[src/rtl/div_seq_pkg.sv]
// Shared types and default sizing for the iterative divider sequencer.
package div_seq_pkg;

    localparam int DIV_WIDTH = 32;
    localparam int DIV_CNT_W = 6;

    typedef enum logic [1:0] {
        DIV_IDLE,
        DIV_ZERO,
        DIV_ON,
        DIV_END
    } div_state_t;

endpackage

[src/rtl/div_seq_if.sv]
// EX-stage <-> divider handshake bundle: request, operands, result and stall request.
interface div_seq_if
    import div_seq_pkg::*;
#(
    parameter int WIDTH = DIV_WIDTH
) ();

    logic               start_i;
    logic               signed_i;
    logic               annul_i;
    logic [WIDTH-1:0]   dividend_i;
    logic [WIDTH-1:0]   divisor_i;
    logic [2*WIDTH-1:0] result_o;
    logic               ready_o;
    logic               stallreq_o;

    modport master (
        output start_i,
        output signed_i,
        output annul_i,
        output dividend_i,
        output divisor_i,
        input  result_o,
        input  ready_o,
        input  stallreq_o
    );

    modport slave (
        input  start_i,
        input  signed_i,
        input  annul_i,
        input  dividend_i,
        input  divisor_i,
        output result_o,
        output ready_o,
        output stallreq_o
    );

endinterface

[src/rtl/div_seq_step.sv]
// One combinational restoring-division step: shift {rem, dvd} left, trial subtract,
// and shift the new quotient bit into the low end of the dividend register.
module div_seq_step
    import div_seq_pkg::*;
#(
    parameter int WIDTH = DIV_WIDTH
) (
    input  logic [WIDTH-1:0] i_rem,
    input  logic [WIDTH-1:0] i_dvd,
    input  logic [WIDTH-1:0] i_dvs,
    output logic [WIDTH-1:0] o_rem,
    output logic [WIDTH-1:0] o_dvd
);

    logic [WIDTH:0] w_shifted;
    logic [WIDTH:0] w_trial;

    // The extra top bit of the trial difference is the borrow: set means the divisor did not fit.
    always_comb begin
        w_shifted = {i_rem, i_dvd[WIDTH-1]};
        w_trial   = w_shifted - {1'b0, i_dvs};
        if (!w_trial[WIDTH]) begin
            o_rem = w_trial[WIDTH-1:0];
            o_dvd = {i_dvd[WIDTH-2:0], 1'b1};
        end else begin
            o_rem = w_shifted[WIDTH-1:0];
            o_dvd = {i_dvd[WIDTH-2:0], 1'b0};
        end
    end

endmodule

[src/rtl/div_seq.sv]
// Multi-cycle radix-2 restoring divider for DIV/DIVU in EX; holds the stall request
// until {remainder, quotient} is ready for the HI/LO write.
module div_seq
    import div_seq_pkg::*;
#(
    parameter int WIDTH = DIV_WIDTH,
    parameter int CNT_W = DIV_CNT_W
) (
    input  logic     clk,
    input  logic     rst,
    div_seq_if.slave bus
);

    localparam logic [CNT_W-1:0] LAST_CNT = CNT_W'(WIDTH);

    div_state_t         r_state;
    div_state_t         w_nextState;
    logic [CNT_W-1:0]   r_cnt;
    logic [WIDTH-1:0]   r_rem;
    logic [WIDTH-1:0]   r_dvd;
    logic [WIDTH-1:0]   r_dvs;
    logic               r_negQuot;
    logic               r_negRem;
    logic [2*WIDTH-1:0] r_result;

    logic [WIDTH-1:0]   w_remStep;
    logic [WIDTH-1:0]   w_dvdStep;
    logic [WIDTH-1:0]   w_dvdAbs;
    logic [WIDTH-1:0]   w_dvsAbs;
    logic [WIDTH-1:0]   w_quotFix;
    logic [WIDTH-1:0]   w_remFix;
    logic               w_accept;
    logic               w_ready;

    div_seq_step #(
        .WIDTH (WIDTH)
    ) u_step (
        .i_rem (r_rem),
        .i_dvd (r_dvd),
        .i_dvs (r_dvs),
        .o_rem (w_remStep),
        .o_dvd (w_dvdStep)
    );

    // Magnitudes are taken only for DIV; the most negative value maps onto itself, which is
    // exactly its magnitude when read as unsigned.
    always_comb begin
        w_accept  = bus.start_i & ~bus.annul_i;
        w_dvdAbs  = (bus.signed_i & bus.dividend_i[WIDTH-1]) ? -bus.dividend_i : bus.dividend_i;
        w_dvsAbs  = (bus.signed_i & bus.divisor_i[WIDTH-1])  ? -bus.divisor_i  : bus.divisor_i;
        w_quotFix = r_negQuot ? -r_dvd : r_dvd;
        w_remFix  = r_negRem  ? -r_rem : r_rem;
    end

    always_ff @(posedge clk) begin
        if (rst) begin
            r_state <= DIV_IDLE;
        end else begin
            r_state <= w_nextState;
        end
    end

    always_comb begin
        w_nextState = r_state;
        case (r_state)
            DIV_IDLE: begin
                if (w_accept) begin
                    w_nextState = (bus.divisor_i == '0) ? DIV_ZERO : DIV_ON;
                end
            end
            DIV_ZERO: begin
                w_nextState = bus.annul_i ? DIV_IDLE : DIV_END;
            end
            DIV_ON: begin
                if (bus.annul_i) begin
                    w_nextState = DIV_IDLE;
                end else if (r_cnt == LAST_CNT) begin
                    w_nextState = DIV_END;
                end
            end
            DIV_END: begin
                if (!bus.start_i || bus.annul_i) begin
                    w_nextState = DIV_IDLE;
                end
            end
            default: begin
                w_nextState = DIV_IDLE;
            end
        endcase
    end

    // Stall is released combinationally in the first END cycle so EX can retire the same cycle.
    always_comb begin
        w_ready        = (r_state == DIV_END);
        bus.ready_o    = w_ready;
        bus.result_o   = w_ready ? r_result : '0;
        bus.stallreq_o = bus.start_i & ~w_ready & ~bus.annul_i;
    end

    // Operands are captured once at acceptance; later changes on the inputs are ignored.
    always_ff @(posedge clk) begin
        if (rst) begin
            r_cnt     <= '0;
            r_rem     <= '0;
            r_dvd     <= '0;
            r_dvs     <= '0;
            r_negQuot <= 1'b0;
            r_negRem  <= 1'b0;
            r_result  <= '0;
        end else begin
            case (r_state)
                DIV_IDLE: begin
                    if (w_accept && (bus.divisor_i != '0)) begin
                        r_dvd     <= w_dvdAbs;
                        r_dvs     <= w_dvsAbs;
                        r_negQuot <= bus.signed_i & (bus.dividend_i[WIDTH-1] ^ bus.divisor_i[WIDTH-1]);
                        r_negRem  <= bus.signed_i & bus.dividend_i[WIDTH-1];
                        r_cnt     <= '0;
                        r_rem     <= '0;
                    end
                end
                DIV_ZERO: begin
                    if (!bus.annul_i) begin
                        r_result <= '0;
                    end
                end
                DIV_ON: begin
                    if (!bus.annul_i) begin
                        if (r_cnt != LAST_CNT) begin
                            r_rem <= w_remStep;
                            r_dvd <= w_dvdStep;
                            r_cnt <= r_cnt + CNT_W'(1);
                        end else begin
                            r_result <= {w_remFix, w_quotFix};
                        end
                    end
                end
                default: begin
                end
            endcase
        end
    end

endmodule

[src/flat_wrapper.sv]
// flat-port wrapper written by rule: the top's interface ports become plain ports
module div_seq_flat import div_seq_pkg::*;
#(
    parameter int WIDTH = DIV_WIDTH,
    parameter int CNT_W = DIV_CNT_W
)
  (clk, rst, bus_start_i, bus_signed_i, bus_annul_i, bus_dividend_i, bus_divisor_i, bus_result_o, bus_ready_o, bus_stallreq_o);
  div_seq_if #(.WIDTH(WIDTH)) bus_i ();
  input  logic clk;
  input  logic rst;
  input wire logic [$bits(bus_i.start_i)-1:0] bus_start_i;
  input wire logic [$bits(bus_i.signed_i)-1:0] bus_signed_i;
  input wire logic [$bits(bus_i.annul_i)-1:0] bus_annul_i;
  input wire logic [$bits(bus_i.dividend_i)-1:0] bus_dividend_i;
  input wire logic [$bits(bus_i.divisor_i)-1:0] bus_divisor_i;
  output wire logic [$bits(bus_i.result_o)-1:0] bus_result_o;
  output wire logic [$bits(bus_i.ready_o)-1:0] bus_ready_o;
  output wire logic [$bits(bus_i.stallreq_o)-1:0] bus_stallreq_o;
  assign bus_i.start_i = bus_start_i;
  assign bus_i.signed_i = bus_signed_i;
  assign bus_i.annul_i = bus_annul_i;
  assign bus_i.dividend_i = bus_dividend_i;
  assign bus_i.divisor_i = bus_divisor_i;
  assign bus_result_o = bus_i.result_o;
  assign bus_ready_o = bus_i.ready_o;
  assign bus_stallreq_o = bus_i.stallreq_o;
  div_seq #(.WIDTH(WIDTH), .CNT_W(CNT_W)) u_core (.clk(clk), .rst(rst), .bus(bus_i));
endmodule
[config.mk]
export PLATFORM = sky130hd
export DESIGN_NAME = div_seq_flat
export DESIGN_NICKNAME = d
export VERILOG_FILES = /design/src/rtl/div_seq_pkg.sv /design/src/rtl/div_seq_if.sv /design/src/rtl/div_seq_step.sv /design/src/rtl/div_seq.sv /design/src/flat_wrapper.sv
export SDC_FILE = /design/constraint.sdc
export NUM_CORES = 1
export LEC_CHECK = 0
export CAP_MARGIN = 20
export CORE_MARGIN = 5
export CORE_UTILIZATION = 52
export DETAILED_ROUTE_END_ITERATION = 10
export PLACE_DENSITY = 0.77
export SYNTH_ARGS = -nofsm -noshare
export SYNTH_HDL_FRONTEND = slang
export SYNTH_SLANG_ARGS = --single-unit
export TNS_END_PERCENT = 20
[constraint.sdc]
create_clock -name clk -period 3.1 [get_ports clk]
set_input_delay 0.775 -clock clk [delete_from_list [all_inputs] [get_ports clk]]
set_output_delay 0.775 -clock clk [all_outputs]
set_load 0.02 [all_outputs]
==> results of run 1 <==
-- report_power, final --
group | total [uW] | switching (uW) | internal, uW
Sequential | 2550 | 184 | 2370
Clock | 2070 | 941 | 1130
Combinational | 3790 | 2110 | 1670
Total | 8410 | 3240 | 5170
-- cell type report --
class	count	area, um^2
clock inverter	12	117.6
inverter	63	236.5
multi-input combinational	1191	7557
timing repair buffer	308	2898
clock buffer	18	439.2
fill	1730	6684
tap	280	350.3
sequential	170	3406
-- per-stage QoR --
| step | setup TNS, ps | instance area, um^2 |
|---|---|---|
| global placement | -45520 | 13940 |
| CTS | -24.76 | 14630 |
| finish | -19.50 | 15000 |
| detailed placement | -53190 | 13940 |
| global route | -2982 | 15000 |
| floorplan | -2.265 | 11370 |
-- logic make-up after synthesis --
family	count (synthesis)	share of synthesized area, %
AND/OR/NAND/NOR	569	23.77
AO/OA/AOI/OAI	409	22.71
flip-flops	170	29.96
buffers and inverters	154	5.375
XOR/XNOR	146	11.26
adder cells (fa/ha/maj)	43	4.802
multiplexers	24	2.126
-- layout by cell type, fill, tap and decap left out, drive strengths merged, types with 4 or more instances in the layout --
master         Yosys  layout
nand3             22      22
a31o               5       5
clkdlybuf4s50      0     119
a21oi            101     101
clkbuf            68      23
o21ai            124     124
nor2b              9       9
a31oi             11      11
dlymetal6s2s       0      14
and3               6       6
xnor2             85      85
or4               12      12
a22oi             41      41
xor2              61      61
a211oi            33      33
o21a               4       4
nand2            221     221
buf               23     170
nand2b            13      13
nand4              8       8
inv               63      66
clkinv             0       4
mux2i             23      23
o41ai             16      16
dfxtp            170     170
clkinvlp           0       4
a21o              21      21
nor2             145     145
and2              70      70
nor4              10      10
nor3              15      15
or2                9       9
or3               19      19
ha                42      42
o31ai             29      29
-- path summary, 6_finish.rpt --
check / start / to / slack, ps / cells after the start
max reg2reg: u_core.r_dvd[31] / u_core.r_rem[23] / -10 / 15
min: u_core.r_result[61] / u_core.r_result[61] / 450 / 2
max: u_core.r_dvd[31] / u_core.r_rem[23] / -10 / 15
min reg2reg: u_core.r_result[61] / u_core.r_result[61] / 450 / 2
-- per-layer routing --
metal  up-vias  GRT usage (%)  share of wire, %
li1       5739              -                 -
met1      5435          32.08                43
met2       343          45.26                50
met3        72          3.554               5.2
met4         0          7.620               2.6
met5         -              0                 0
-- sequential cells by signal (all words and copies together) (netlist names) --
register	count
u_core.r_state	2
u_core.r_negRem	1
u_core.r_cnt	6
u_core.r_dvd	32
u_core.r_dvs	32
u_core.r_result	64
u_core.r_rem	32
u_core.r_negQuot	1
-- repair_timing --
action / 4_1_cts / 5_1_grt
gates cloned: 2 / 5
buffers inserted: 2 / 7
pin swaps: 11 / 25
setup endpoints to repair: 95 / 109
resized for setup: 16 / 61
-- critical path: cells and delay by family, from the launching register on --
kind	cells	cell delay [ps]
buffers and inverters	4	480
AO/OA/AOI/OAI	6	1240
multiplexers	1	180
flip-flops	1	340
AND/OR/NAND/NOR	2	190
adder cells (fa/ha/maj)	2	560
==> impl_metrics.ini, run 1 <==
[status]
status = finished, violations left
failed_checks = setup timing

[timing]
hold-worst-slack_ps = 451.8
skew_ps = 7.671
finalHoldViolCount = 0
tightestPinTransition_ps = 1026
rsz0062_at_grt = yes
fin_crit_sh_pct = 100.4
clock.fmax_mhz = 321.2
final_max_slew_viol_count = 0
final.min_clock_period_ps = 3113
relSlewSlack_pct = 31.62
setup_violations = 3
setup_ws_ps = -13.38

[die]
die_w_um = 157.8
ios = 135
core_um2 = 21690
fp.dieArea_um2 = 24900
start_util_pct = 52.38
die_h_um = 157.8
rows = 54

[worst_setup_path]
crit_fanout = 8
crit_path_max_incr_delay_ps = 410
end_kind = flip-flop
cpMostUsedCell = buf_12
cpMaxStageDelayCell = a311o_1
critical_path.cell_chain = inv_2 -> ha_4 -> fa_2 -> nor2b_2 -> o31a_1 -> a21o_1 -> a21oi_4 -> a311o_1 -> a21oi_2 -> buf_6 -> nor2_4 -> buf_12 -> buf_12 -> mux2i_1 -> o21ai_1
start_kind = flip-flop
critPathRequiredTime_ps = 3430
critical_path_class = reg -> reg
critPathArrivalTime_ps = 3440

[final_layout]
drive_gt1_share_pct = 15.55
fin_cells = 2042
area_growth_pct = 32.09
nNetsFinal = 1863
postLayoutCoreUtil_pct = 69.18
insertedDiodeCount = 0

[synthesis]
synth_cell_type_count = 65
syn_inst = 1515
synth.most_common_cell = nand2_1
ys_ff_latch = 170
synthTopCellsByArea = dfxtp_1 30%, nand2_1 7.3%, xnor2_1 6.6%, o21ai_0 5.0%, nor2_1 4.8%
ys_seq_area_share_pct = 29.96
synth.cell_area_um2 = 11360
yosysTopAreaCell = dfxtp_1
synth_edf_count = 0
synth_top_area_share_pct = 29.96
synth_ff_type = dfxtp_1
syn_avg_cell_area_um2 = 7.498
syn_nets = 1627
synthArstFlopShare_pct = 0
ys_top_cells_by_count = 221 x nand2_1, 170 x dfxtp_1, 144 x nor2_1
yosys_warnings = 0

[clock_network]
clkLatencyLatePin_ps = 440
cts_root_buffer = clkbuf_16
h-tree-depth = 4
cts.sinks = 170
cts_buffer_depth = 2
cts-buffers-inserted = 17
cts_tree = done
ctsHoldBuffers = 0
path_clk_slew_ps = 70

[routing]
drc_errors = 0
drt-vias-per-instance = 5.675
drtIter0Drc = 896
wl_per_cell_um = 16.34
ant_nets = 0
dr_total_vias = 11590
first_pass_iters = 6
wl_um = 33370

[place]
place_inst = 1996
dp_hpwl_um = 24020
gp_congestion = 0.9348
dp_slack_ps = -646.7
port-buffer-count = 134

[run]
maxCapViolations = 0

[min_path]
hp-class = reg -> reg

[power]
power_density_nw_per_um2 = 560.4
leakage_uw = 0.006033
p_total_uw = 8408
irDropWorstVdd_mv = 0.4231

[global_routing]
grt_pass1_wl_um = 52160
grt_max_degree = 97
track_usage_pct = 25.48
grt_pass1_vias = 10810
antenna_found_initial = 0
grt.overflow.total = 0
Power figures use the tool's default switching activity.
==> run 2, diff against run 1 <==
--- a/config.mk
+++ b/config.mk
@@ -7,9 +7,9 @@
 export LEC_CHECK = 0
 export CAP_MARGIN = 20
 export CORE_MARGIN = 5
-export CORE_UTILIZATION = 52
+export CORE_UTILIZATION = 41
 export DETAILED_ROUTE_END_ITERATION = 10
-export PLACE_DENSITY = 0.77
+export PLACE_DENSITY = 0.61
 export SYNTH_ARGS = -nofsm -noshare
 export SYNTH_HDL_FRONTEND = slang
 export SYNTH_SLANG_ARGS = --single-unit
==> constraint.sdc (replaced) <==
create_clock -name clk -period 3.2 [get_ports clk]
set_input_delay 0.8 -clock clk [delete_from_list [all_inputs] [get_ports clk]]
set_output_delay 0.8 -clock clk [all_outputs]
set_load 0.02 [all_outputs]
==> impl_metrics.ini, run 2 (synthesized netlist as in run 1, its figures left out) <==
[global_routing]
track_usage_pct = 21.38
grt_max_degree = 73
antenna_found_initial = 0
grt_pass1_wl_um = 54510
grt.overflow.total = 0
grt_pass1_vias = 10520

[clock_network]
cts.sinks = 170
cts_root_buffer = clkbuf_16
clkLatencyLatePin_ps = 430
path_clk_slew_ps = 70
cts-buffers-inserted = 17
ctsHoldBuffers = 0
cts_tree = done
cts_buffer_depth = 2
h-tree-depth = 4

[min_path]
hp-class = reg -> reg

[power]
p_switching_uw = 3199
pwr-share-seq_pct = 30.6
power_density_nw_per_um2 = 544.9
combPwrFrac_pct = 43.5
swShare_pct = 39.21
irDropWorstVdd_mv = 0.3428
leakage_uw = 0.005893
p_int_uw = 4960
p_clk_share_pct = 25.9

[routing]
ant_nets = 0
drc_errors = 0
first_pass_iters = 5
wl_met3_um = 1719
wl_per_cell_um = 16.29
drtIter0Drc = 719
drt-vias-per-instance = 5.297
dr_total_vias = 11290
wl_met1_um = 16620
top_layer_used = met4
wl_um = 34710
dr_wl_met2_um = 15640

[final_layout]
largest_reg_flops = 64
insertedDiodeCount = 0
final_common_cell = nand2_1
nNetsFinal = 1852
final_area_um2 = 14970
layout_common_cells = 220 x nand2_1, 167 x dfxtp_1, 150 x buf_4
drive_gt1_share_pct = 14.83
fillers = 2650
seq_area_um2 = 3410
top_register = u_core.r_result
area_growth_pct = 31.82
postLayoutCoreUtil_pct = 54.35
multi_input_area_um2 = 7527

[worst_setup_path]
critical_path.cell_chain = ha_4 -> fa_2 -> nor2b_4 -> o31a_1 -> a21o_1 -> a21oi_2 -> a311o_1 -> and3_4 -> nor2_4 -> clkbuf_16 -> buf_4 -> mux2i_1 -> o21ai_0
cp_top_family = compound AO/OA/AOI/OAI gates
crit_fanout = 5
critPathRequiredTime_ps = 3510
start_kind = flip-flop
cpMaxStageDelayCell = fa_2
critical_path_class = reg -> reg
crit_path_max_incr_delay_ps = 410
critPathArrivalTime_ps = 3420
cp_num_buf_inv = 2
end_kind = flip-flop

[timing]
final_max_slew_viol_count = 0
clock.fmax_mhz = 321.3
tightestPinTransition_ps = 1091
finalHoldViolCount = 0
fin_crit_sh_pct = 97.26
relSlewSlack_pct = 27.19
hold-worst-slack_ps = 445.3
rsz0062_at_grt = yes
final.min_clock_period_ps = 3112
skew_ps = 13.81
setup_violations = 0

[place]
dp_hpwl_um = 26100
gp_congestion = 0.9140
placed_area_um2 = 14000
port-buffer-count = 134

[die]
die_h_um = 176.5
core_um2 = 27550
fp.dieArea_um2 = 31130
die_w_um = 176.5
ios = 135
start_util_pct = 41.23
rows = 61

[status]
status = completed

[run]
maxCapViolations = 0
[run 2: final timing paths]
| kind | start | slack, ps | cells after the start | end |
|---|---|---|---|---|
| max | u_core.r_dvs[0] | 90 | 13 | u_core.r_rem[24] |
| min | u_core.r_result[63] | 450 | 2 | u_core.r_result[63] |
| max reg2reg | u_core.r_dvs[0] | 90 | 13 | u_core.r_rem[24] |
| min reg2reg | u_core.r_result[63] | 450 | 2 | u_core.r_result[63] |
[run 2: timing repair]
action                     4_1_cts  5_1_grt
pin swaps                        0       14
buffers inserted                 0       12
hold endpoints to repair         0        0
setup endpoints to repair        1      135
cloned                           0        5
resized for setup                1       53
[run 2: area by class of cell]
| cell class | instances | area share [%] |
|---|---|---|
| clock inverter | 15 | 1.136 |
| sequential | 170 | 22.77 |
| inverter | 63 | 1.579 |
| clock buffer | 17 | 2.841 |
| timing repair buffer | 297 | 18.25 |
| multi-input combinational | 1191 | 50.27 |
| tap | 378 | 3.158 |
[run 2: per-layer routing]
layer  vias to the layer above  track usage [%]
met3                        39            3.576
met4                         0            5.545
li1                       5713                -
met1                      5270            30.37
met5                         -                0
met2                       266            33.87
[run 2: power by group through the flow]
| stage | sequential, uW | combinational, uW | clock [uW] |
|---|---|---|---|
| 2_1_floorplan | 2460 | 2270 | 0 |
| 3_3_place_gp | 2530 | 3250 | 0 |
| 3_5_place_dp | 2530 | 3280 | 0 |
| 4_1_cts | 2480 | 3300 | 2150 |
| 5_1_grt | 2520 | 3910 | 2240 |
| 6_report | 2500 | 3550 | 2110 |
[run 2: worst register-to-register path: cells and delay by family, from the launching register on]
kind	cells	cell delay [ps]
adder cells (fa/ha/maj)	2	580
AO/OA/AOI/OAI	5	980
multiplexers	1	170
flip-flops	1	370
AND/OR/NAND/NOR	3	560
buffers and inverters	2	320
[run 2: metrics by stage]
step,power (uW),instances,TNS [ps],setup WS (ps)
3_3_place_gp,5781,2083,-30060,-387.7
3_5_place_dp,5811,2083,-33490,-406.8
6_report,8160,2131,0,87.59
4_1_cts,7929,2115,0,1.313
2_1_floorplan,4728,1515,0,27.92
5_1_grt,8668,2131,-949.0,-53.16
